**src/rtl/issue_lsu.sv**
```systemverilog
// issue_lsu: single-entry load/store unit between the issue queue, data memory and the CDB
// Ports:
//   clk, reset                     : clock, asynchronous active-low reset
//   issuels_* (in), issuels_done   : head of the load/store queue and its acceptance strobe
//   dmem_req/we/addr/wdata, dmem_ack/rdata : data memory request and completion
//   cdb_req/tag/data, cdb_grant    : load-result broadcast and arbiter grant
//   ls_misalign, ls_misalign_addr  : one-cycle trap on a misaligned access
//   ls_nload, ls_nstore            : wrapping counters of completed loads and stores
module issue_lsu #(
    parameter bit ALIGN_CHECK = 1'b1
) (
    input  logic        clk,
    input  logic        reset,
    input  logic        issuels_opcode,
    input  logic [5:0]  issuels_rttag,
    input  logic [31:0] issuels_addr,
    input  logic [31:0] issuels_data,
    input  logic        issuels_ready,
    output logic        issuels_done,
    output logic        dmem_req,
    output logic        dmem_we,
    output logic [31:0] dmem_addr,
    output logic [31:0] dmem_wdata,
    input  logic        dmem_ack,
    input  logic [31:0] dmem_rdata,
    output logic        cdb_req,
    output logic [5:0]  cdb_tag,
    output logic [31:0] cdb_data,
    input  logic        cdb_grant,
    output logic        ls_misalign,
    output logic [31:0] ls_misalign_addr,
    output logic [15:0] ls_nload,
    output logic [15:0] ls_nstore
);
    typedef enum logic [1:0] {IDLE, MEM, CDB} state_t;
    state_t      state;
    logic        op_q;
    logic [5:0]  tag_q;
    logic [31:0] addr_q;
    logic [31:0] data_q;
    logic        misaligned;
    // Request outputs are decoded straight from the state register so the
    // asynchronous reset clears them immediately, without waiting for an edge.
    always_comb begin
        issuels_done = issuels_ready && state == IDLE;
        misaligned   = ALIGN_CHECK && issuels_addr[1:0] != 2'b00;
        dmem_req     = state == MEM;
        dmem_we      = dmem_req && op_q;
        dmem_addr    = dmem_req ? addr_q : '0;
        dmem_wdata   = dmem_req ? data_q : '0;
        cdb_req      = state == CDB;
    end
    always_ff @(posedge clk or negedge reset) begin
        if (!reset) begin
            state            <= IDLE;
            op_q             <= 1'b0;
            tag_q            <= '0;
            addr_q           <= '0;
            data_q           <= '0;
            cdb_tag          <= '0;
            cdb_data         <= '0;
            ls_misalign      <= 1'b0;
            ls_misalign_addr <= '0;
            ls_nload         <= '0;
            ls_nstore        <= '0;
        end else begin
            ls_misalign <= 1'b0;
            case (state)
                IDLE: if (issuels_done) begin
                    op_q   <= issuels_opcode;
                    tag_q  <= issuels_rttag;
                    addr_q <= issuels_addr;
                    data_q <= issuels_data;
                    // A trapped access is consumed from the queue but never reaches memory.
                    if (misaligned) begin
                        ls_misalign      <= 1'b1;
                        ls_misalign_addr <= issuels_addr;
                    end else begin
                        state <= MEM;
                    end
                end
                MEM: if (dmem_ack) begin
                    if (op_q) begin
                        ls_nstore <= ls_nstore + 16'd1;
                        state     <= IDLE;
                    end else begin
                        cdb_tag  <= tag_q;
                        cdb_data <= dmem_rdata;
                        state    <= CDB;
                    end
                end
                CDB: if (cdb_grant) begin
                    ls_nload <= ls_nload + 16'd1;
                    state    <= IDLE;
                end
                default: state <= IDLE;
            endcase
        end
    end
endmodule

```
**config.mk**
```make
export PLATFORM = sky130hd
export DESIGN_NAME = issue_lsu
export DESIGN_NICKNAME = d
export VERILOG_FILES = /design/src/rtl/issue_lsu.sv
export SDC_FILE = /design/constraint.sdc
export NUM_CORES = 1
export LEC_CHECK = 0
export ABC_CLOCK_PERIOD_IN_PS = 2150
export BUFFER_PORTS_ARGS = -buffer_cell sky130_fd_sc_hd__buf_2
export CAP_MARGIN = 20
export CORE_ASPECT_RATIO = 1.75
export CORE_MARGIN = 2
export CORE_UTILIZATION = 49
export CTS_CLUSTER_SIZE = 28
export DETAILED_ROUTE_END_ITERATION = 8
export PLACE_DENSITY = 0.8
export SLEW_MARGIN = 20
export SYNTH_ARGS = -nofsm -noshare
export SYNTH_HDL_FRONTEND = slang
export SYNTH_SLANG_ARGS = --single-unit
```
**constraint.sdc**
```tcl
create_clock -name clk -period 2.15 [get_ports clk]
set_input_delay 0.215 -clock clk [delete_from_list [all_inputs] [get_ports clk]]
set_output_delay 0.215 -clock clk [all_outputs]
set_load 0.01 [all_outputs]
```
==> impl_metrics.ini <==
[clock_tree]
clock_sinks = 176
cts_setup_buffers = 0
numCtsBuffers = 17
cts_max_path_buffers = 2
clock_latency_ns = 0.41
htree_levels = 4
clkTransAtPathRegs_ns = 0.07
cts_tree = yes
root_buffer = clkbuf_16

[global_route]
antenna_found_initial = 0
grt-ovfl-total = 0
grt_pass1_vias = 5499
grt_first_pass_wirelength_um = 26800
grt.total_usage_pct = 22.3
grt_max_degree = 53

[detailed_routing]
drt_iter0_drc = 159
dr.max_layer_used = met4
vias = 5044
first_pass_iters = 4
wl_per_cell_um = 17.3
postRouteAntennaNets = 0
wl_met1_um = 5960
routed_via_density = 5.10
wl_met2_um = 9540
dr_wl_met3_um = 1120
wl_um = 17100
drc = 0

[timing]
worstMarginPinSlew_ns = 0.513
hold_viol_final = 0
relSlewSlack_pct = 65.8
fmax_ghz = 0.509
setup_viol = 0
fin_crit_ns = 1.97
worst_slack_ns = 0.185
skew_ns = 0.00911
fin_tns_setup_ns = 0
timing.final.crit_share_pct = 91.4
slew_violations = 0
rsz0062_at_grt = false

[placed_design]
place_hpwl_um = 13000
place.gp.congestion = 0.840
pre_cts_ws_ns = 0.428
port-buffer-count = 278

[die]
num_rows = 58
die-area_um2 = 15700
coreArea_um2 = 14400
die_w_um = 95.6
pin_count = 279
start_util_pct = 50.1
die-height_um = 164

[logic_synthesis]
yosysTopAreaCell = dfrtp_1
async_flop_share_pct = 100
syn-cell-area_um2 = 7190
synthDistinctLibCells = 31
syn_inst = 509
synthTopCellsByCount = dfrtp_1, mux2_1, and2_1, mux2_2, xnor2_1
synth_edf_count = 0
synth_flop_cell = dfrtp_1
ys_seq_area_share_pct = 61.2
yosys.cell_count.top_type = dfrtp_1
avgSynthCellArea_um2 = 14.1
synth_nets = 619
yosys_warnings = 0
synth_top_area_share_pct = 61.2
synth_area_leaders = dfrtp_1, mux2_1, and2_1
ys_ff_latch = 176

[layout]
layout-area-overhead-vs-synth_pct = 31.3
drive_above_1_share_pct = 43.1
final_nets = 906
fillers = 1090
insertedDiodeCount = 0
multi_input_area_um2 = 2670
regArea_um2 = 4400

[hold_path]
hold_start = dmem_rdata[30]
hold_class = in2reg
hold_depth = 2
min_to = cdb_data[30]

[setup_path]
critPathKind = reg2out
rr_endpoint = ls_misalign_addr[9]
cp-start-kind = flop
critical_path_arrival_ns = 1.75
r2r_start = state[0]
ff2ff_setup_slack_ns = 0.43
critical_path.max_fanout = 48
r2r_cells = 4
worst_setup_path_end_kind = output port
required_ns = 1.93

[pwr]
irDropWorstVdd_v = 0.000660
powerDensity_nw_per_um2 = 1040
p_leak_nw = 4.82

[run]
maxCapViolCount = 0

[run_status]
outcome = finished clean
-- layout by cell type (no fill, tap or decap), drive strengths merged, types with 9 or more instances in the layout --
cell type / Yosys / layout
dfrtp: 176 / 176
nand4: 9 / 9
nand3: 11 / 11
and2: 67 / 67
inv: 5 / 14
mux2: 139 / 139
clkbuf: 8 / 19
nand2: 12 / 12
buf: 16 / 290
xnor2: 17 / 17
xor2: 13 / 13
-- through the flow --
stage                     power, mW  cell area [um^2]  util, %  hold WS [ns]  cells
final                          9.80              9450     65.8        0.0189    989
after global routing           10.3              9450     65.8       0.00503    989
after global placement         6.79              8860     61.7         0.199    955
after CTS                      9.92              9450     65.7       0.00536    989
after floorplan                5.74              7190        -       -0.0806    509
after detailed placement       6.98              8860     61.7         0.210    955
-- power breakdown --
| part | total, mW | leakage [nW] | internal (mW) | switching, mW |
|---|---|---|---|---|
| Sequential | 4.60 | 2.13 | 4.13 | 0.463 |
| Clock | 2.92 | 0.277 | 1.56 | 1.36 |
| Combinational | 2.28 | 2.41 | 1.13 | 1.15 |
-- repair_timing --
item                                    CTS  global route
hold buffers                              2             0
endpoints found under the hold margin    48             0
endpoints found under the setup margin    0            48
gates resized for setup                   0             1
-- metal layers --
metal,global-route usage (%),up-vias
li1,-,2302
met1,23.5,2505
met2,41.0,197
met3,5.28,40
met4,9.68,0
met5,0,-
-- critical path: stages, from the launching register on --
cell and delay (ns):
dfrtp_1 0.48, nor2b_4 0.22, buf_6 0.31, and2_1 0.20, buf_2 0.13
-- worst max path at each step --
stage	depth (start not counted)	slack, ns	from	to
6_report	4	0.18	state[0]	dmem_wdata[2]
5_1_grt	4	0.03	state[0]	dmem_wdata[2]
4_1_cts	4	0.06	state[0]	dmem_addr[8]
3_5_place_dp	4	0.43	state[1]	ls_misalign_addr[16]
3_3_place_gp	4	0.49	state[1]	ls_misalign_addr[19]
2_1_floorplan	5	0.63	state[0]	cdb_data[27]
-- layout make-up --
type | count | share of cell area (%)
Inverter | 5 | 0.199
Clock inverter | 13 | 1.26
Tap cell | 180 | 2.38
Sequential cell | 176 | 46.6
Multi-Input combinational cell | 304 | 28.2
Timing Repair Buffer | 292 | 16.7
Clock buffer | 19 | 4.69
-- logic make-up after synthesis --
logic type,count (synthesis),share of synthesized area [%]
AND/OR/NAND/NOR,128,10.7
multiplexers,139,21.8
flip-flops,176,61.2
buffers and inverters,29,1.91
XOR/XNOR,30,3.65
adder cells (fa/ha/maj),2,0.348
AO/OA/AOI/OAI,5,0.417
-- sequential cells by signal, indices dropped and copies added, names as in the netlist --
signal,count
state,2
addr_q,32
ls_misalign,1
ls_nload,16
data_q,32
cdb_tag,6
tag_q,6
ls_misalign_addr,32
cdb_data,32
op_q,1
ls_nstore,16
Note: power is estimated with default switching activity, not from simulation.
